**config.mk**
```make
export PLATFORM = sky130hd
export DESIGN_NAME = uart_dev_input
export DESIGN_NICKNAME = d
export VERILOG_FILES = /design/src/rtl/uart_dev_input.sv
export SDC_FILE = /design/constraint.sdc
export NUM_CORES = 1
export LEC_CHECK = 0
export ABC_AREA = 1
export CAP_MARGIN = 0
export CORE_ASPECT_RATIO = 0.9
export CORE_UTILIZATION = 30
export DETAILED_ROUTE_END_ITERATION = 16
export PLACE_DENSITY = 0.44
export SETUP_SLACK_MARGIN = 0.4
export SYNTH_ARGS = -nofsm -noshare
export SYNTH_HDL_FRONTEND = slang
export SYNTH_SLANG_ARGS = --single-unit
```
**constraint.sdc**
```tcl
create_clock -name clk -period 2.4 [get_ports clk]
set_clock_uncertainty 0.15 [all_clocks]
set_input_delay 0.48 -clock clk [delete_from_list [all_inputs] [get_ports clk]]
set_output_delay 0.48 -clock clk [all_outputs]
set_load 0.01 [all_outputs]
```
**src/rtl/uart_dev_input.sv**
```systemverilog
// 8N1 UART receiver that keeps 5-bit device codes (0x00-0x1F) and serves them
// through a small first-word-fall-through FIFO as a valid/ready stream.
module uart_dev_input #(
  parameter int CLKS_PER_BIT = 434,
  parameter int FIFO_AW      = 2
) (
  input  logic               clk,
  input  logic               resetn,
  input  logic               uart_rx,
  input  logic               dev_input_rdy,
  output logic               dev_input_val,
  output logic [4:0]         dev_input_data,
  input  logic               clr_err,
  output logic               err_frame,
  output logic               err_range,
  output logic               err_overflow,
  output logic [FIFO_AW:0]   fifo_level
);

  localparam int                CNT_W     = $clog2(CLKS_PER_BIT);
  localparam logic [CNT_W-1:0]  HALF_CNT  = CNT_W'(CLKS_PER_BIT / 2);
  localparam logic [CNT_W-1:0]  LAST_CNT  = CNT_W'(CLKS_PER_BIT - 1);
  localparam logic [CNT_W-1:0]  CNT_ONE   = CNT_W'(1);
  localparam int                DEPTH     = 2 ** FIFO_AW;
  localparam logic [FIFO_AW:0]  DEPTH_LVL = (FIFO_AW + 1)'(DEPTH);
  localparam logic [FIFO_AW:0]  LVL_ONE   = (FIFO_AW + 1)'(1);
  localparam logic [FIFO_AW-1:0] PTR_ONE  = FIFO_AW'(1);

  typedef enum logic [2:0] {
    S_IDLE,
    S_START,
    S_DATA,
    S_STOP,
    S_WAIT_IDLE
  } rx_state_t;

  // ---------------------------------------------------------------------------
  // Input synchronizer; both flops idle high so reset never looks like a start.
  // ---------------------------------------------------------------------------
  logic rx_meta;
  logic rx_s;

  // NOTE: sequential state uses non-blocking assignments so every flop samples
  // the pre-edge value of its neighbours, regardless of statement order.
  always_ff @(posedge clk or negedge resetn) begin
    if (!resetn) begin
      rx_meta <= 1'b1;
      rx_s    <= 1'b1;
    end else begin
      rx_meta <= uart_rx;
      rx_s    <= rx_meta;
    end
  end

  // ---------------------------------------------------------------------------
  // Receive FSM
  // ---------------------------------------------------------------------------
  rx_state_t        state, state_n;
  logic [CNT_W-1:0] baud_cnt, baud_cnt_n;
  logic [2:0]       bit_cnt, bit_cnt_n;
  logic [7:0]       shift, shift_n;
  logic             byte_done;
  logic             frame_bad;

  always_ff @(posedge clk or negedge resetn) begin
    if (!resetn) begin
      state    <= S_IDLE;
      baud_cnt <= '0;
      bit_cnt  <= '0;
      shift    <= '0;
    end else begin
      state    <= state_n;
      baud_cnt <= baud_cnt_n;
      bit_cnt  <= bit_cnt_n;
      shift    <= shift_n;
    end
  end

  // NOTE: every signal driven here gets a default first, so no path through
  // the case statement can leave one unassigned and infer a latch.
  always_comb begin
    state_n    = state;
    baud_cnt_n = baud_cnt + CNT_ONE;
    bit_cnt_n  = bit_cnt;
    shift_n    = shift;
    byte_done  = 1'b0;
    frame_bad  = 1'b0;

    unique case (state)
      S_IDLE: begin
        baud_cnt_n = '0;
        if (!rx_s) state_n = S_START;
      end
      S_START: begin
        // Mid-bit recheck rejects short low glitches on an idle line.
        if (baud_cnt == HALF_CNT) begin
          baud_cnt_n = '0;
          bit_cnt_n  = '0;
          state_n    = rx_s ? S_IDLE : S_DATA;
        end
      end
      S_DATA: begin
        if (baud_cnt == LAST_CNT) begin
          baud_cnt_n = '0;
          shift_n    = {rx_s, shift[7:1]};
          if (bit_cnt == 3'd7) state_n = S_STOP;
          else                 bit_cnt_n = bit_cnt + 3'd1;
        end
      end
      S_STOP: begin
        if (baud_cnt == LAST_CNT) begin
          baud_cnt_n = '0;
          if (rx_s) begin
            byte_done = 1'b1;
            state_n   = S_IDLE;
          end else begin
            frame_bad = 1'b1;
            state_n   = S_WAIT_IDLE;
          end
        end
      end
      S_WAIT_IDLE: begin
        // A break holds the line low; wait for it to return high before
        // hunting for the next start bit.
        baud_cnt_n = '0;
        if (rx_s) state_n = S_IDLE;
      end
      default: begin
        baud_cnt_n = '0;
        state_n    = S_IDLE;
      end
    endcase
  end

  // ---------------------------------------------------------------------------
  // Code filter and FIFO control
  // ---------------------------------------------------------------------------
  logic               code_ok;
  logic               range_bad;
  logic               fifo_full;
  logic               pop;
  logic               push;
  logic               overflow_evt;
  logic [FIFO_AW-1:0] wr_ptr;
  logic [FIFO_AW-1:0] rd_ptr;
  logic [4:0]         mem [DEPTH];

  assign code_ok      = byte_done && (shift[7:5] == 3'b000);
  assign range_bad    = byte_done && (shift[7:5] != 3'b000);
  assign fifo_full    = (fifo_level == DEPTH_LVL);
  assign dev_input_val = (fifo_level != '0);
  assign pop          = dev_input_val && dev_input_rdy;
  // A simultaneous pop frees the slot, so a full FIFO can still accept.
  assign push         = code_ok && (!fifo_full || pop);
  assign overflow_evt = code_ok && fifo_full && !pop;

  // NOTE: storage is deliberately left out of reset; occupancy is tracked by
  // fifo_level and the output is gated, so stale entries are never visible.
  always_ff @(posedge clk) begin
    if (push) mem[wr_ptr] <= shift[4:0];
  end

  assign dev_input_data = dev_input_val ? mem[rd_ptr] : 5'd0;

  always_ff @(posedge clk or negedge resetn) begin
    if (!resetn) begin
      wr_ptr     <= '0;
      rd_ptr     <= '0;
      fifo_level <= '0;
    end else begin
      if (push) wr_ptr <= wr_ptr + PTR_ONE;
      if (pop)  rd_ptr <= rd_ptr + PTR_ONE;
      unique case ({push, pop})
        2'b10:   fifo_level <= fifo_level + LVL_ONE;
        2'b01:   fifo_level <= fifo_level - LVL_ONE;
        default: fifo_level <= fifo_level;
      endcase
    end
  end

  // ---------------------------------------------------------------------------
  // Sticky error flags; a new event outranks a clear on the same edge.
  // ---------------------------------------------------------------------------
  always_ff @(posedge clk or negedge resetn) begin
    if (!resetn) begin
      err_frame    <= 1'b0;
      err_range    <= 1'b0;
      err_overflow <= 1'b0;
    end else begin
      if (frame_bad)         err_frame <= 1'b1;
      else if (clr_err)      err_frame <= 1'b0;

      if (range_bad)         err_range <= 1'b1;
      else if (clr_err)      err_range <= 1'b0;

      if (overflow_evt)      err_overflow <= 1'b1;
      else if (clr_err)      err_overflow <= 1'b0;
    end
  end

endmodule

```
==> flow_summary.yaml, run 1 <==
global_route:
  overflow: 0
  grt_start_max_net_pins: 36
  grt_pass1_wl_mm: 7.97
  grt_pass1_vias: 1672
  grt_usage_pct: 11.1
  antenna_found_initial: 0
sta:
  rsz0062_at_grt: "true"
  maxSlewViolCount: 0
  fmax_mhz: 507
  setup_ws_ns: 0.428
  setup_tns_ns: 0
  period_share_pct: 82.2
  slew_headroom_pct: 46.4
  tightest_slew_ns: 0.804
  min_period_ns: 1.97
  final_hold_viol_count: 0
  finalSetupViolations: 0
yosys:
  synth-seq-cells: 55
  synthTopCellsByArea: "dfrtp_1 32%, edfxtp_1 23%, nor2_1 7.2%, nand2_1 5.2%, inv_1 4.7%"
  yosysUniqueCellTypes: 34
  yosys_warnings: 0
  synth_edf_count: 20
  syn_area_per_cell_um2: 9.65
  async_flop_share_pct: 63.6
  syn_area_mm2: 0.00262
  yosysSeqAreaShare_pct: 56.6
  synth_ff_type: "dfrtp_1"
  synth_top_area_share_pct: 31.6
  yosysMostFrequentCell: "nor2_1"
  syn_inst: 271
  synthTopCellsByCount: "50 x nor2_1, 36 x nand2_1, 33 x dfrtp_1, 33 x inv_1, 20 x edfxtp_1"
  synth_top_area_cell: "dfrtp_1"
  syn-num-nets: 285
power_and_ir_drop:
  p_seq_share_pct: 47.7
  total_power_uw: 2260
  vdd_drop_max_v: 0.000340
  switching_share_pct: 31.9
  leakage_uw: 0.00130
  internal-power_uw: 1540
  power_frac_clock_pct: 22.8
  power.density_mw_per_mm2: 717
  p_comb_share_pct: 29.5
  switching_power_uw: 721
placement:
  finalWeightedCongestion: 0.725
  place_area_mm2: 0.00294
  dp_hpwl_mm: 3.31
  place_ws_ns: 0.148
  io_buffers: 16
critical_path:
  r2r_cells: 12
  cp-start-kind: "register"
  crit_required_ns: 1.77
  path_max_fanout: 6
  crit_type: "register to output port"
  end_kind: "output port"
  worstPathArrival_ns: 1.34
cts:
  ctsRootBufferMaster: "clkbuf_8"
  cts_htree_levels: 2
  cts_buffers: 5
  path_clk_slew_ns: 0.10
  cts_tree: "yes"
  clk_latency_ns: 0.30
  clockBufferDepth: 2
  cts_sinks: 55
route:
  postRouteAntennaNets: 0
  drc: 0
  wirelength_mm: 4.66
  vias_per_cell: 4.26
  wl_per_cell_um: 11.0
  vias: 1801
  drt-initial-drc-count: 52
  first_pass_iters: 4
floorplan:
  die_x_um: 100
  dieHeight_um: 90.6
  io_pins: 17
  start_util_pct: 31.7
  rows: 31
  core_mm2: 0.00826
  die_area_mm2: 0.00909
final_layout:
  nNetsFinal: 321
  antenna_cells: 0
  fin_area_mm2: 0.00315
  drive_above_1_share_pct: 23.7
  fill_cells: 849
  area_growth_pct: 20.4
hold_path:
  hold_path.class: "primary input to async pin"
status:
  outcome: "finished clean"
job:
  maxCapViolations: 0
-- logic make-up after synthesis --
logic type	after synthesis	synth area share, %
flops	55	56.6
compound gates	36	7.66
simple gates	122	22.8
fa+ha+maj	9	4.59
buf+inv	42	6.08
xor+xnor	7	2.34
-- placed cells by master, fill, tap and decap left out, types with 2 or more instances in the layout --
cell type	n
xnor2_1	2
dfstp_2	2
inv_1	29
buf_2	6
dfrtp_2	2
inv_2	7
nor2_1	48
nand3_4	2
nand4_1	3
edfxtp_1	20
clkbuf_8	5
o21ai_0	8
nand2_1	32
nand3_1	9
o21ai_1	10
a21oi_1	10
buf_4	15
nor2_2	3
nand2_2	9
clkinv_4	2
clkdlybuf4s50_1	8
nand3_2	2
nor3_2	2
ha_1	7
nor3_1	3
xor2_1	5
dfrtp_1	31
o22ai_1	2
nor2_4	3
o21ai_2	3
-- layer usage --
| layer | global-route usage [%] | share of wire [%] | vias up |
|---|---|---|---|
| li1 | - | - | 938 |
| met1 | 15.4 | 50 | 844 |
| met2 | 17.1 | 46 | 14 |
| met3 | 2.79 | 2.7 | 5 |
| met4 | 2.90 | 0.86 | 0 |
| met5 | 0 | 0 | - |
-- worst paths after layout --
| check | from | end | slack [ns] |
|---|---|---|---|
| worst min-delay path | resetn | err_range | 0.11 |
| max in group asynchronous | resetn | rd_ptr[0] | 1.44 |
| min in group clk | rx_meta | rx_s | 0.21 |
| worst max-delay path | rd_ptr[0] | dev_input_data[1] | 0.43 |
| worst min register to register | rx_meta | rx_s | 0.21 |
| worst max register to register | baud_cnt[0] | fifo_level[2] | 0.47 |
-- area by class of cell --
| class | instances | area [um2] | share of cell area, % |
|---|---|---|---|
| Clock buffer | 6 | 72.6 | 2.30 |
| Sequential cell | 55 | 1480 | 47.0 |
| Inverter | 38 | 153 | 4.85 |
| Clock inverter | 2 | 17.5 | 0.556 |
| Multi-Input combinational cell | 174 | 1010 | 32.1 |
| Tap cell | 115 | 144 | 4.57 |
| Timing Repair Buffer | 33 | 270 | 8.58 |
-- state kept, by name, summed over array words and instances (netlist names) --
register	flops
baud_cnt	9
bit_cnt	3
err_frame	1
err_overflow	1
err_range	1
fifo_level	3
mem	20
rd_ptr	2
rx_meta	1
rx_s	1
shift	8
state	3
wr_ptr	2
-- worst max-delay path, cell delays in order, from the launching register on --
cell and delay [ns]:
dfrtp_2 0.40, buf_8 0.14, nor2_1 0.05, nor2_1 0.07, o21ai_1 0.07, a21oi_1 0.15
buf_2 0.15
-- power by group through the flow --
stage	Combinational (uW)	Clock, uW	Sequential, uW
final	667	514	1080
after global routing	741	580	1090
after CTS	621	541	1070
after detailed placement	565	0	1110
after global placement	564	0	1120
after floorplan	339	0	1080
-- repair_timing --
action | 4_1_cts | 5_1_grt
buffers inserted | 8 | 4
pin swaps | 2 | 12
gates resized for setup | 29 | 26
hold buffers | 0 | 0
endpoints found under the setup margin | 28 | 33
-- metrics by stage --
stage / instances / utilization [%] / hold slack, ns
final: 423 / 38.1 / 0.107
after detailed placement: 403 / 35.5 / 0.200
after global placement: 403 / 35.5 / 0.196
after floorplan: 271 / - / 0.0344
after CTS: 419 / 37.3 / 0.139
after global routing: 423 / 38.1 / 0.161
Power figures use the tool's default switching activity.
==> run 2, diff against run 1 <==
==> constraint.sdc (replaced) <==
create_clock -name clk -period 1.89 [get_ports clk]
set_clock_uncertainty 0.15 [all_clocks]
set_input_delay 0.378 -clock clk [delete_from_list [all_inputs] [get_ports clk]]
set_output_delay 0.378 -clock clk [all_outputs]
set_load 0.01 [all_outputs]
==> run 2 against run 1 <==
The flow now finishes with violations (negative setup slack). Hold slack improved by 0.11 ns. Design area grew 17%. Combinational power up 68%. Register-to-register slack worse by 0.48 ns. Count of clock-buffer cells in the layout down 1. Sequential power increased by 25%. Power grew 41%. Core utilization rose by 6.4 points. Worst setup slack lost 0.44 ns. Cell count is 7.1% higher. Critical endpoint is now fifo_level[1]. Largest cell class unchanged.
==> flow_summary.yaml, run 2 (synthesized netlist as in run 1, its figures left out) <==
status:
  outcome: "finished with violations"
  violations: "negative setup slack"
route:
  routed.top_layer: "met4"
  wl_met2_mm: 2.51
  postRouteAntennaNets: 0
  vias: 1939
  first_pass_iters: 4
  wl_per_cell_um: 11.7
  wl_met3_um: 103
  wirelength_mm: 5.32
  drt-initial-drc-count: 24
  drc: 0
  drt-met1-wl_mm: 2.67
  vias_per_cell: 4.28
power_and_ir_drop:
  switching_share_pct: 32.2
  vdd_drop_max_v: 0.000290
  leakage_uw: 0.00149
  p_seq_share_pct: 42.3
  p_comb_share_pct: 34.9
  power_frac_clock_pct: 22.7
  internal-power_uw: 2170
  power.density_mw_per_mm2: 868
  switching_power_uw: 1030
final_layout:
  fill_cells: 836
  largest_register_ffs: 20
  mostFrequentLayoutCells: "33 x nor2_1, 32 x dfrtp_1, 28 x inv_1, 28 x buf_4, 21 x nand2_1"
  final_common_cell: "nor2_1"
  drive_above_1_share_pct: 44.1
  top_register: "mem"
  reg_top3: "mem x20, baud_cnt x9, shift x8"
  nNetsFinal: 351
  antenna_cells: 0
  instances_no_fill: 453
  area_growth_pct: 40.7
critical_path:
  r2r_slack_ns: -0.01
  worstPathArrival_ns: 2.01
  cp_top_family: "adder cells"
  reg2reg_to: "fifo_level[1]"
  cp-start-kind: "register"
  crit_type: "register to register"
  crit_chain: "inv_1 -> ha_2 -> nand2_2 -> inv_2 -> nand2_2 -> nor2_4 -> nand3_4 -> nand2_4 -> fa_2 -> a21oi_2"
  end_kind: "register"
  path_max_fanout: 3
  slowest_delay_ns: 0.43
  timing.rr.start: "baud_cnt[1]"
  crit_buf_inv: 2
  worst_path_most_repeated_cell: "nand2_2"
  crit_required_ns: 2.00
  r2r_cells: 10
  crit_slowest_cell: "fa_2"
job:
  maxCapViolations: 0
placement:
  place_ws_ns: -0.126
  dp_hpwl_mm: 3.76
  io_buffers: 16
  place_inst: 430
  finalWeightedCongestion: 0.802
floorplan:
  die_area_mm2: 0.00909
  core_mm2: 0.00826
  die_x_um: 100
  dieHeight_um: 90.6
  rows: 31
  io_pins: 17
  start_util_pct: 31.7
global_route:
  antenna_found_initial: 0
  grt_start_max_net_pins: 21
  overflow: 0
  grt_pass1_wl_mm: 9.06
  grt_pass1_vias: 1918
  grt_usage_pct: 12.7
hold_path:
  min_path_cells: 0
  hold_path.class: "register to register"
  hold_path_end: "rx_s"
  min_from: "rx_meta"
cts:
  cts_sinks: 55
  cts_htree_levels: 2
  cts_tree: "yes"
  ctsRootBufferMaster: "clkbuf_8"
  cts_buffers: 5
  clk_latency_ns: 0.31
  path_clk_slew_ns: 0.11
  clockBufferDepth: 2
sta:
  fmax_mhz: 525
  rsz0062_at_grt: "true"
  tightest_slew_ns: 0.318
  period_share_pct: 101
  hold_slack_ns: 0.213
  maxSlewViolCount: 0
  finalSetupViolations: 9
  slew_headroom_pct: 78.8
  final_hold_viol_count: 0
  setup_ws_ns: -0.0144
  min_period_ns: 1.90
[run 2: power groups by stage]
stage | Clock (uW) | Combinational, uW | Sequential (uW)
2_1_floorplan | 0 | 449 | 1370
3_3_place_gp | 0 | 984 | 1360
3_5_place_dp | 0 | 984 | 1360
4_1_cts | 760 | 1080 | 1350
5_1_grt | 801 | 1240 | 1360
6_report | 726 | 1120 | 1350
[run 2: timing repair]
item,in CTS,in global routing
hold endpoints to repair,9,0
cloned,1,0
setup endpoints to repair,62,64
pin swaps,16,7
hold buffers,1,0
buffers inserted,11,2
gates resized for setup,102,32
[run 2: layer usage]
| layer | track usage (%) | vias to the layer above |
|---|---|---|
| met5 | 0 | - |
| met4 | 3.26 | 0 |
| met3 | 2.40 | 4 |
| li1 | - | 1004 |
| met1 | 17.8 | 913 |
| met2 | 20.0 | 18 |
[run 2: worst register-to-register path, cell delays in order (launching register included)]
cell	delay [ns]
dfrtp_1	0.39
inv_1	0.06
ha_2	0.18
nand2_2	0.07
inv_2	0.05
nand2_2	0.06
nor2_4	0.13
nand3_4	0.12
nand2_4	0.09
fa_2	0.43
a21oi_2	0.11
[run 2: layout make-up]
| class | instances | area (um2) | area share, % |
|---|---|---|---|
| clock buffers | 5 | 68.8 | 1.87 |
| clock inverters | 3 | 31.3 | 0.850 |
| inverters | 38 | 148 | 4.01 |
| multi-input cells | 175 | 1260 | 34.2 |
| flip-flops and latches | 55 | 1480 | 40.2 |
| well taps | 115 | 144 | 3.91 |
| repair buffers | 62 | 548 | 14.9 |
[run 2: how the worst max path moves through the flow]
| stage | depth (start not counted) | slack [ns] | to | start |
|---|---|---|---|---|
| floorplan | 10 | 0.03 | fifo_level[1] | baud_cnt[1] |
| global placement | 4 | -0.15 | dev_input_data[2] | rd_ptr[0] |
| detailed placement | 4 | -0.13 | dev_input_data[0] | rd_ptr[0] |
| CTS | 5 | -0.04 | dev_input_data[2] | rd_ptr[1] |
| global route | 14 | -0.15 | fifo_level[2] | baud_cnt[1] |
| finish | 10 | -0.01 | fifo_level[1] | baud_cnt[1] |
[run 2: per-stage QoR]
step           area, um2  setup TNS (ns)  util (%)  power (uW)
3_5_place_dp        3200           -1.74      38.8        2340
6_report            3680         -0.0659      44.5        3190
2_1_floorplan       2690               0         -        1820
5_1_grt             3680           -3.50      44.5        3410
3_3_place_gp        3200           -1.77      38.8        2340
4_1_cts             3560          -0.563      43.1        3190
==> run 3, diff against run 2 <==
--- a/config.mk
+++ b/config.mk
@@ -7,7 +7,6 @@
 export LEC_CHECK = 0
 export ABC_AREA = 1
 export CAP_MARGIN = 0
-export CORE_ASPECT_RATIO = 0.9
 export CORE_UTILIZATION = 30
 export DETAILED_ROUTE_END_ITERATION = 16
 export PLACE_DENSITY = 0.44
==> run 3 against run 2 <==
The flow still finishes with violations (negative setup slack). Global-route usage fell by 0.44 points. Critical path depth did not move. Core utilization fell by 2.3 points. Largest cell class unchanged.
==> flow_summary.yaml, run 3 (synthesized netlist as in run 1, its figures left out) <==
placement:
  io_buffers: 16
  place_ws_ns: -0.182
  dp_hpwl_mm: 3.59
  finalWeightedCongestion: 0.718
floorplan:
  die_area_mm2: 0.00909
  die_x_um: 95.4
  dieHeight_um: 95.4
  core_mm2: 0.00834
  rows: 33
  io_pins: 17
  start_util_pct: 31.4
critical_path:
  worstPathArrival_ns: 1.99
  endpoint: "fifo_level[1]"
  slowest_delay_ns: 0.43
  crit_slowest_cell: "fa_2"
  r2r_slack_ns: -0.002
  cp-start-kind: "register"
  r2r_cells: 10
  crit_type: "register to register"
  crit_chain: "inv_2 -> ha_4 -> nand2_2 -> inv_2 -> nand2_2 -> nor2_4 -> nand3_4 -> nand2_4 -> fa_2 -> a21oi_2"
  end_kind: "register"
  reg2reg_to: "fifo_level[1]"
  crit_required_ns: 1.99
  timing.rr.start: "baud_cnt[1]"
  worstSetupStartpoint: "baud_cnt[1]"
  path_max_fanout: 4
cts:
  ctsRootBufferMaster: "clkbuf_8"
  cts_sinks: 55
  clockBufferDepth: 2
  clk_latency_ns: 0.32
  cts_tree: "yes"
  path_clk_slew_ns: 0.11
  cts_buffers: 5
  cts_htree_levels: 2
status:
  violations: "negative setup slack"
  outcome: "finished with violations"
route:
  first_pass_iters: 4
  drc: 0
  vias_per_cell: 4.36
  wirelength_mm: 5.13
  drt-initial-drc-count: 79
  postRouteAntennaNets: 0
  wl_per_cell_um: 11.8
  vias: 1891
sta:
  maxSlewViolCount: 0
  fmax_mhz: 529
  final_hold_viol_count: 0
  min_period_ns: 1.89
  rsz0062_at_grt: "true"
  slew_headroom_pct: 68.7
  tightest_slew_ns: 0.470
  period_share_pct: 100
  finalSetupViolations: 1
  setup_ws_ns: -0.00185
job:
  maxCapViolations: 0
global_route:
  grt_pass1_vias: 1877
  antenna_found_initial: 0
  grt_start_max_net_pins: 36
  overflow: 0
  grt_usage_pct: 12.2
  grt_pass1_wl_mm: 8.51
power_and_ir_drop:
  vdd_drop_max_v: 0.000265
  total_power_uw: 3160
  leakage_uw: 0.00145
  power.density_mw_per_mm2: 897
final_layout:
  nNetsFinal: 342
  area_growth_pct: 34.7
  largest_register_ffs: 20
  reg_top3: "mem x20, baud_cnt x9, shift x8"
  fill_cells: 817
  final_common_cell: "dfrtp_1"
  drive_above_1_share_pct: 41.6
  top_register: "mem"
  mostFrequentLayoutCells: "32 x dfrtp_1, 29 x nor2_1, 27 x inv_1, 25 x nand2_1, 24 x buf_4"
  antenna_cells: 0
hold_path:
  min_path_cells: 0
  hold_path.class: "register to register"
[run 3: layout make-up]
type	count	area (um2)	share of cell area [%]
Sequential cell	55	1480	42.0
Inverter	38	148	4.19
Multi-Input combinational cell	175	1210	34.2
Clock inverter	3	31.3	0.888
Clock buffer	5	68.8	1.95
Timing Repair Buffer	53	458	13.0
Tap cell	105	131	3.73
[run 3: power by group]
part	leakage, uW	switching, uW	internal [uW]	total [uW]
sequential	0.000586	61.6	1290	1350
combinational	0.000807	530	553	1080
clock	0.0000526	438	285	723
total	0.00145	1030	2130	3160
[run 3: layer usage]
metal  up-vias  GRT usage, %  part of all wire (%)
li1        987             -                     -
met1       875          15.7                    47
met5         -             0                     0
met3         9          2.63                   2.4
met2        20          20.5                    50
met4         0          3.79                   1.3
[run 3: how the worst min path moves through the flow]
stage          slack, ns           to     from
2_1_floorplan      -0.07  baud_cnt[0]   resetn
3_3_place_gp        0.20         rx_s  rx_meta
3_5_place_dp        0.20         rx_s  rx_meta
4_1_cts             0.21         rx_s  rx_meta
5_1_grt             0.22         rx_s  rx_meta
6_report            0.21         rx_s  rx_meta
[run 3: timing repair]
item                                    4_1_cts  5_1_grt
gates cloned                                  0        1
hold buffers                                  1        0
endpoints found under the setup margin       62       65
hold endpoints to repair                     33        0
setup buffers                                 7        3
pin swaps                                    15       14
resized for setup                            85       33
[run 3: per-stage QoR]
stage	std cells	util, %	TNS (ns)	hold WS (ns)	area (um2)
finish	434	42.2	-0.00185	0.213	3520
floorplan	271	-	0	-0.0676	2690
global route	434	42.2	-2.01	0.216	3520
detailed placement	414	37.9	-2.06	0.197	3160
global placement	414	37.9	-2.02	0.196	3160
CTS	430	40.9	-0.120	0.215	3410
[run 3: worst max-delay path, delay by kind of cell, from the launching register on]
| family | cells | cell delay [ns] |
|---|---|---|
| flip-flops | 1 | 0.40 |
| AND/OR/NAND/NOR | 5 | 0.50 |
| adder cells (fa/ha/maj) | 2 | 0.55 |
| AO/OA/AOI/OAI | 1 | 0.12 |
| buffers and inverters | 2 | 0.11 |
